<file path="src/rtl/fetch_stage.sv">
// -----------------------------------------------------------------------------
// fetch_stage
//
// Instruction-fetch stage of the pipelined RV64 core. Owns the program
// counter, presents it as a byte address to a combinational instruction
// memory, and captures the returned word together with its PC into the
// IF/ID pipeline register. Handles hazard stalls, taken-branch redirects
// (which flush IF/ID), and halting when fetch runs past the end of memory.
// Keeps a saturating count of instructions handed to decode.
//
// Parameters
//   RESET_PC    PC value loaded on reset.
//   IMEM_BYTES  instruction memory size in bytes (multiple of 4).
//
// Ports
//   clk              in   rising-edge clock
//   reset            in   asynchronous active-high reset
//   stall            in   hold PC and IF/ID for this cycle
//   redirect         in   load redirect_target into PC and flush IF/ID
//   redirect_target  in   redirect destination byte address (low 2 bits ignored)
//   instr_addr       out  byte address to instruction memory (= PC register)
//   instruction      in   word read combinationally at instr_addr
//   id_pc            out  PC of the instruction held in IF/ID
//   id_instruction   out  instruction held in IF/ID (NOP when bubble)
//   id_valid         out  IF/ID holds a real instruction
//   halted           out  fetch ran off the end of memory
//   fetch_count      out  saturating count of valid instructions issued
// -----------------------------------------------------------------------------
module fetch_stage #(
  parameter logic [63:0] RESET_PC   = 64'd0,
  parameter int unsigned IMEM_BYTES = 16
) (
  input  logic        clk,
  input  logic        reset,
  input  logic        stall,
  input  logic        redirect,
  input  logic [63:0] redirect_target,
  output logic [63:0] instr_addr,
  input  logic [31:0] instruction,
  output logic [63:0] id_pc,
  output logic [31:0] id_instruction,
  output logic        id_valid,
  output logic        halted,
  output logic [31:0] fetch_count
);

  localparam logic [31:0] NOP        = 32'h00000013;
  localparam logic [0:0]  ST_RUN     = 1'b0;
  localparam logic [0:0]  ST_HALT    = 1'b1;
  // One bit wider than the PC so that pc + 4 never wraps in the range test.
  localparam logic [64:0] IMEM_LIMIT = 65'(IMEM_BYTES);

  // Count up by one, sticking at all-ones instead of wrapping.
  function automatic logic [31:0] sat_inc32(input logic [31:0] v);
    return (v == 32'hFFFF_FFFF) ? v : v + 32'd1;
  endfunction

  // Force a byte address onto a word boundary.
  function automatic logic [63:0] word_align(input logic [63:0] a);
    return a & ~64'd3;
  endfunction

  logic [0:0]  r_state;
  logic [63:0] r_pc_p0;
  logic [63:0] r_id_pc_p1;
  logic [31:0] r_id_instr_p1;
  logic        r_vld_p1;
  logic [31:0] r_fetch_count;

  logic        w_run;
  logic        w_in_range;
  logic        w_advance;
  logic        w_fetch;
  logic        w_halt_now;
  logic [63:0] w_pc_plus4;
  logic [63:0] w_redirect_pc;

  assign w_run         = (r_state == ST_RUN);
  assign w_in_range    = (({1'b0, r_pc_p0} + 65'd4) <= IMEM_LIMIT);
  assign w_pc_plus4    = r_pc_p0 + 64'd4;
  assign w_redirect_pc = word_align(redirect_target);

  // Redirect beats stall; stall only matters while running.
  assign w_advance  = w_run & ~redirect & ~stall;
  // A word is only captured when it lies entirely inside memory.
  assign w_fetch    = w_advance & w_in_range;
  assign w_halt_now = w_advance & ~w_in_range;

  // ---- p0: program counter and run/halt state ----
  always_ff @(posedge clk or posedge reset) begin
    if (reset) begin
      r_state <= ST_RUN;
    end else if (redirect) begin
      r_state <= ST_RUN;
    end else if (w_halt_now) begin
      r_state <= ST_HALT;
    end
  end

  always_ff @(posedge clk or posedge reset) begin
    if (reset) begin
      r_pc_p0 <= RESET_PC;
    end else if (redirect) begin
      r_pc_p0 <= w_redirect_pc;
    end else if (w_fetch) begin
      r_pc_p0 <= w_pc_plus4;
    end
  end

  // ---- p1: IF/ID pipeline register ----
  always_ff @(posedge clk or posedge reset) begin
    if (reset) begin
      r_id_pc_p1    <= 64'd0;
      r_id_instr_p1 <= NOP;
      r_vld_p1      <= 1'b0;
    end else if (redirect) begin
      r_id_pc_p1    <= 64'd0;
      r_id_instr_p1 <= NOP;
      r_vld_p1      <= 1'b0;
    end else if (w_fetch) begin
      r_id_pc_p1    <= r_pc_p0;
      r_id_instr_p1 <= instruction;
      r_vld_p1      <= 1'b1;
    end else if (w_halt_now) begin
      // Out-of-range word is dropped; a bubble goes to decode instead.
      r_id_instr_p1 <= NOP;
      r_vld_p1      <= 1'b0;
    end
  end

  always_ff @(posedge clk or posedge reset) begin
    if (reset) begin
      r_fetch_count <= 32'd0;
    end else if (w_fetch) begin
      r_fetch_count <= sat_inc32(r_fetch_count);
    end
  end

  assign instr_addr     = r_pc_p0;
  assign id_pc          = r_id_pc_p1;
  assign id_instruction = r_id_instr_p1;
  assign id_valid       = r_vld_p1;
  assign halted         = (r_state == ST_HALT);
  assign fetch_count    = r_fetch_count;

endmodule
</file>
<file path="config.mk">
export PLATFORM = sky130hd
export DESIGN_NAME = fetch_stage
export DESIGN_NICKNAME = d
export VERILOG_FILES = /design/src/rtl/fetch_stage.sv
export SDC_FILE = /design/constraint.sdc
export NUM_CORES = 1
export LEC_CHECK = 0
export CAP_MARGIN = 10
export CORE_MARGIN = 5
export CORE_UTILIZATION = 50
export CTS_CLUSTER_SIZE = 20
export DETAILED_ROUTE_END_ITERATION = 6
export PLACE_DENSITY = 0.93
export SKIP_LAST_GASP = 1
export SYNTH_ARGS = -nofsm -noshare
export SYNTH_HDL_FRONTEND = slang
export SYNTH_SLANG_ARGS = --single-unit
</file>
<file path="constraint.sdc">
create_clock -name clk -period 20.4 [get_ports clk]
set_input_delay 4.08 -clock clk [delete_from_list [all_inputs] [get_ports clk]]
set_output_delay 4.08 -clock clk [all_outputs]
set_load 0.01 [all_outputs]
</file>
==> results of run 1 <==
-- state kept, by name (all words and copies together), names as in the netlist --
register        cells
instr_addr         62
id_valid            1
id_pc              63
fetch_count        32
halted              1
id_instruction     32
-- worst min path at each step --
stage	startpoint	endpoint	slack [ps]	cells after the start
3_3_place_gp	id_valid	id_valid	460	1
4_1_cts	id_valid	id_valid	480	1
5_1_grt	id_valid	id_valid	480	1
3_5_place_dp	id_valid	id_valid	460	1
6_report	id_valid	id_valid	480	1
2_1_floorplan	id_instruction[0]	id_instruction[0]	510	2
-- power groups by stage --
stage               sequential (mW)  clock, mW  combinational [mW]
CTS                           0.417      0.358               0.104
finish                        0.417      0.352               0.103
global route                  0.420      0.376               0.113
floorplan                     0.419          0              0.0476
global placement              0.423          0               0.102
detailed placement            0.424          0               0.104
-- critical path: stages --
cell and delay (ps):
clkdlybuf4s50_1 420, nor2_1 210, and4b_1 300, and2_2 930, mux2_1 380, mux2_2 250
-- kinds of logic (layout without fill, tap and decap cells) --
logic type      count (synthesis)  in the layout  share of synthesized area [%]
fa+ha+maj                       3              3                          0.421
compound gates                 98             98                           7.99
mux                            60             60                           7.52
xor+xnor                       46             46                           4.52
flops                         191            191                           53.7
buf+inv                        59            339                           3.26
simple gates                  346            346                           22.5
other cells                     1              2                         0.0421
-- cell type report --
type	instances	area, µm²	area share (%)
flip-flops and latches	191	4780	38.2
multi-input cells	555	3840	30.7
repair buffers	292	2920	23.3
clock buffers	19	453	3.62
well taps	225	282	2.25
clock inverters	13	180	1.44
inverters	15	63.8	0.510
-- placed cells by master, fill, tap and decap left out, types with 12 or more instances in the layout --
cell,count
xnor2_1,34
o21ai_0,14
nand4_1,42
mux2_2,54
clkbuf_16,17
nor2_1,27
and3_1,24
nand3_1,41
nor4_1,22
and2_1,54
xor2_1,12
a22o_1,29
nor3_1,17
dfrtp_1,188
nand2_1,54
inv_1,14
a21oi_1,13
clkdlybuf4s50_1,288
-- layer usage --
layer | up-vias | global-route usage (%)
li1 | 3439 | -
met1 | 3662 | 31.2
met2 | 365 | 42.5
met3 | 67 | 9.15
met4 | 2 | 9.27
met5 | - | 0
-- stage by stage --
step                util, %  std cells
floorplan                 -        805
global placement       68.2       1277
detailed placement     68.2       1277
CTS                    71.8       1309
global route           71.9       1310
finish                 71.9       1310
==> flow_summary.yaml, run 1 <==
outcome:
  status: "complete, no violations"
clock_network:
  numCtsBuffers: 17
  hold_buffers: 0
  cts_resized: 0
  cts_root_buf: "clkbuf_16"
  cts_buffer_depth: 2
  clk_pin_slew_worst_paths_ps: 80
  clk_latency_ps: 440
  numClockSinks: 191
  h-tree-depth: 4
  postCtsSetupBuffers: 0
  cts_tree: "yes"
worst_hold_path:
  hold_class: "flop to flop"
drt:
  wl_per_cell_um: 20.0
  routed_wl_um: 26300
  wl_met2_um: 12900
  num_vias: 7535
  top_layer: "met5"
  route.detailed.drc: 0
  detail-route-antenna-nets: 0
  routed_via_density: 5.75
  drt_pre_antenna_iters: 5
  drt_iter0_drc: 513
  m1WireLength_um: 9900
  dr_wl_met3_um: 2600
grt:
  grt_antenna_before_repair: 1
  grt_pass1_vias: 7670
  grt-ovfl-total: 0
  grt_start_max_net_pins: 115
  grt_usage_pct: 25.7
  grt_pass1_wl_um: 42000
placement:
  routabilityCongestion: 0.890
  placed_cell_area_um2: 11900
  dp_hpwl_um: 19200
  post-place-ws_ps: 13700
  port_buffers: 289
synthesis:
  synthArstFlopShare_pct: 100
  synthFlopType: "dfrtp_1"
  synth_top_area_share_pct: 52.8
  synth_top_area_cell: "dfrtp_1"
  yosysMostFrequentCell: "dfrtp_1"
  syn_area_per_cell_um2: 11.1
  synth_edf_count: 0
  synth_cells: 804
  synthDistinctLibCells: 71
  ys_ff_latch: 191
  synth_area_um2: 8910
  yosysWarnings: 0
  synth_common_cells: "dfrtp_1 (188), and2_1 (55), mux2_2 (54), nand2_1 (54), nand4_1 (42)"
  ys_seq_area_share_pct: 53.7
  synth.area.top_cells: "dfrtp_1 (53%), mux2_2 (6.8%), and2_1 (3.9%), xnor2_1 (3.3%), nand4_1 (2.9%)"
critical_path:
  r2r-start: "instr_addr[26]"
  rrSetupSlack_ps: 15310
  start_kind: "input pin"
  crit_arrival_ps: 6580
  crit_end: "instr_addr[3]"
  crit_start: "stall"
  path_class: "input pin to flop"
  rr_worst_depth: 10
  cp_data_required_time_ps: 20720
  critPathCaptureType: "flop"
  critPathMaxFanout: 61
  r2r_end: "instr_addr[3]"
final_layout:
  design_area_um2: 12500
  num_antenna_cells: 0
  layout-drive-gt1-share_pct: 10.9
  num-fill-cells: 1198
  final_net_count: 1175
  syn2layout_area_growth_pct: 40.6
die:
  initial_core_util_pct: 51.1
  die_area_um2: 20600
  dieHeight_um: 143
  rows: 48
  core_um2: 17400
  die_w_um: 143
  ioPinCount: 294
power_and_ir_drop:
  switching_share_pct: 27.4
  pwr-share-comb_pct: 11.9
  cellInternalPower_mw: 0.634
  switchingPower_mw: 0.239
  pwr-share-seq_pct: 47.8
  peakVddDrop_mv: 0.0568
  clock_power_share_pct: 40.3
  p_leak_nw: 5.25
  finalPower_mw: 0.872
  powerDensity_nw_per_um2: 69.7
sta:
  tns_ps: 0
  period_share_pct: 30.7
  max_freq_mhz: 160
  min_period_ps: 6260
  fin_ws_ps: 14140
  hold_ws_ps: 483
  rsz0062_at_grt: "no"
  skew_ps: 18.3
  tightestPinTransition_ps: 1140
  setup_violations: 0
  hold_violations: 0
  drv_slew: 0
  slew-limit-headroom_pct: 23.7
flow_run:
  maxCapViolCount: 0
(Power assumes the default switching activity.)
==> run 2, diff against run 1 <==
--- a/config.mk
+++ b/config.mk
@@ -7,10 +7,10 @@
 export LEC_CHECK = 0
 export CAP_MARGIN = 10
 export CORE_MARGIN = 5
-export CORE_UTILIZATION = 50
+export CORE_UTILIZATION = 42
 export CTS_CLUSTER_SIZE = 20
 export DETAILED_ROUTE_END_ITERATION = 6
-export PLACE_DENSITY = 0.93
+export PLACE_DENSITY = 0.84
 export SKIP_LAST_GASP = 1
 export SYNTH_ARGS = -nofsm -noshare
 export SYNTH_HDL_FRONTEND = slang
==> constraint.sdc (replaced) <==
create_clock -name clk -period 5.46 [get_ports clk]
set_input_delay 1.092 -clock clk [delete_from_list [all_inputs] [get_ports clk]]
set_output_delay 1.092 -clock clk [all_outputs]
set_load 0.01 [all_outputs]
==> run 2 against run 1 <==
Compared with the run above:
- first-iteration DRC count increased by 3.1%
- non-clock buffer count increased by 5
- largest cell class unchanged
- clock skew decreased by 4.9 ps
- flip-flop and latch count unchanged
- setup slack got worse by 13000 ps
- sequential power increased to 3.7 times the previous value
- sequential share of layout area decreased by 0.19 points
- total power increased to 3.6 times the previous value
- die area increased by 18%
- critical path depth increased by 5
==> flow_summary.yaml, run 2 (synthesized netlist as in run 1, its figures left out) <==
outcome:
  status: "complete, no violations"
final_layout:
  largest_register_ffs: 63
  final_net_count: 1180
  fin_util_pct: 60.0
  layout-drive-gt1-share_pct: 11.2
  final_cell_mix: "clkdlybuf4s50_1 (288), dfrtp_1 (188), mux2_2 (54), nand2_1 (54), and2_1 (54)"
  num-fill-cells: 1760
  design_area_um2: 12600
  num_antenna_cells: 0
  syn2layout_area_growth_pct: 41.2
  layout_commonest_cell: "clkdlybuf4s50_1"
clock_network:
  cts_root_buf: "clkbuf_16"
  numClockSinks: 191
  cts_resized: 0
  clk_latency_ps: 430
  postCtsSetupBuffers: 0
  hold_buffers: 0
  cts_tree: "yes"
  numCtsBuffers: 17
  cts_buffer_depth: 2
  h-tree-depth: 4
  clk_pin_slew_worst_paths_ps: 80
power_and_ir_drop:
  p_leak_nw: 5.24
  clock_power_share_pct: 38.6
  switchingPower_mw: 0.893
  pwr-share-comb_pct: 12.3
  peakVddDrop_mv: 0.181
  pwr-share-seq_pct: 49.1
  switching_share_pct: 28.1
  finalPower_mw: 3.18
  cellInternalPower_mw: 2.29
  powerDensity_nw_per_um2: 253
grt:
  grt_pass1_vias: 7708
  grt_pass1_wl_um: 42400
  grt-ovfl-total: 0
  grt_usage_pct: 21.8
  grt_antenna_before_repair: 1
  grt_start_max_net_pins: 103
drt:
  drt_pre_antenna_iters: 5
  detail-route-antenna-nets: 0
  routed_wl_um: 26700
  num_vias: 7501
  route.detailed.drc: 0
  routed_via_density: 5.50
  drt_iter0_drc: 529
  wl_per_cell_um: 19.5
worst_hold_path:
  min_to: "id_valid"
  hold_start: "id_valid"
  hold_class: "flop to flop"
  min_path_cells: 1
sta:
  hold_violations: 0
  drv_slew: 0
  setup_violations: 0
  skew_ps: 13.4
  rsz0062_at_grt: "no"
  tightestPinTransition_ps: 1040
  max_freq_mhz: 225
  period_share_pct: 81.5
  tns_ps: 0
  min_period_ps: 4450
  slew-limit-headroom_pct: 30.4
die:
  ioPinCount: 294
  rows: 53
  initial_core_util_pct: 42.5
  die_area_um2: 24200
  die_w_um: 156
  core_um2: 21000
  dieHeight_um: 156
critical_path:
  rr_worst_depth: 11
  r2r_end: "id_pc[13]"
  critPathCaptureType: "flop"
  crit_arrival_ps: 4820
  start_kind: "flop"
  path_class: "flop to flop"
  cp_data_required_time_ps: 5830
  critPathMaxFanout: 59
  r2r-start: "instr_addr[5]"
  rrSetupSlack_ps: 1010
placement:
  port_buffers: 289
  placed_cell_area_um2: 12000
  routabilityCongestion: 0.932
  dp_hpwl_um: 19500
flow_run:
  maxCapViolCount: 0
run 2: how the worst max path moves through the flow:
stage / startpoint / to / slack, ps / depth (start not counted)
2_1_floorplan: instr_addr[2] / instr_addr[3] / 1740 / 13
3_3_place_gp: instr_addr[5] / id_pc[9] / 1090 / 11
3_5_place_dp: instr_addr[5] / id_pc[13] / 1040 / 11
4_1_cts: instr_addr[5] / id_pc[13] / 1020 / 11
5_1_grt: instr_addr[5] / id_pc[18] / 650 / 10
6_report: instr_addr[5] / id_pc[13] / 1010 / 11
run 2: metrics by stage:
stage          hold slack, ps  worst slack (ps)  instances
2_1_floorplan             506              1740        805
3_3_place_gp              459              1090       1332
3_5_place_dp              465              1040       1332
4_1_cts                   482              1020       1364
5_1_grt                   504               650       1365
6_report                  478              1010       1365
run 2: area by class of cell:
type / instances / area, µm² / share of cell area (%)
clock inverters: 14 / 148 / 1.17
repair buffers: 297 / 2970 / 23.6
flip-flops and latches: 191 / 4780 / 38.0
well taps: 275 / 344 / 2.73
inverters: 15 / 60.1 / 0.477
clock buffers: 18 / 429 / 3.41
multi-input cells: 555 / 3850 / 30.6
run 2: per-layer routing:
metal  part of all wire, %  global-route usage, %  vias to the layer above
li1                      -                      -                     3457
met1                    41                   28.6                     3648
met2                    47                   35.3                      335
met3                   8.7                   6.57                       59
met4                   2.5                   6.59                        2
met5                 0.041                      0                        -
run 2: critical path: stages, from the launching register on:
cell and delay [ps]:
dfrtp_1 560, nand4_1 400, or3_1 570, nor4_1 690, nand2_1 120, mux2_2 310
nand4_1 120, nor4_2 60, buf_4 150, and2_2 300, nor2_4 830, and2_4 270
run 2: power by group through the flow:
stage                     Clock, mW  Sequential [mW]  Combinational [mW]
after floorplan                   0             1.57               0.178
after global placement            0             1.58               0.386
after detailed placement          0             1.59               0.393
after CTS                      1.25             1.56               0.395
after global routing           1.31             1.57               0.427
final                          1.23             1.56               0.392
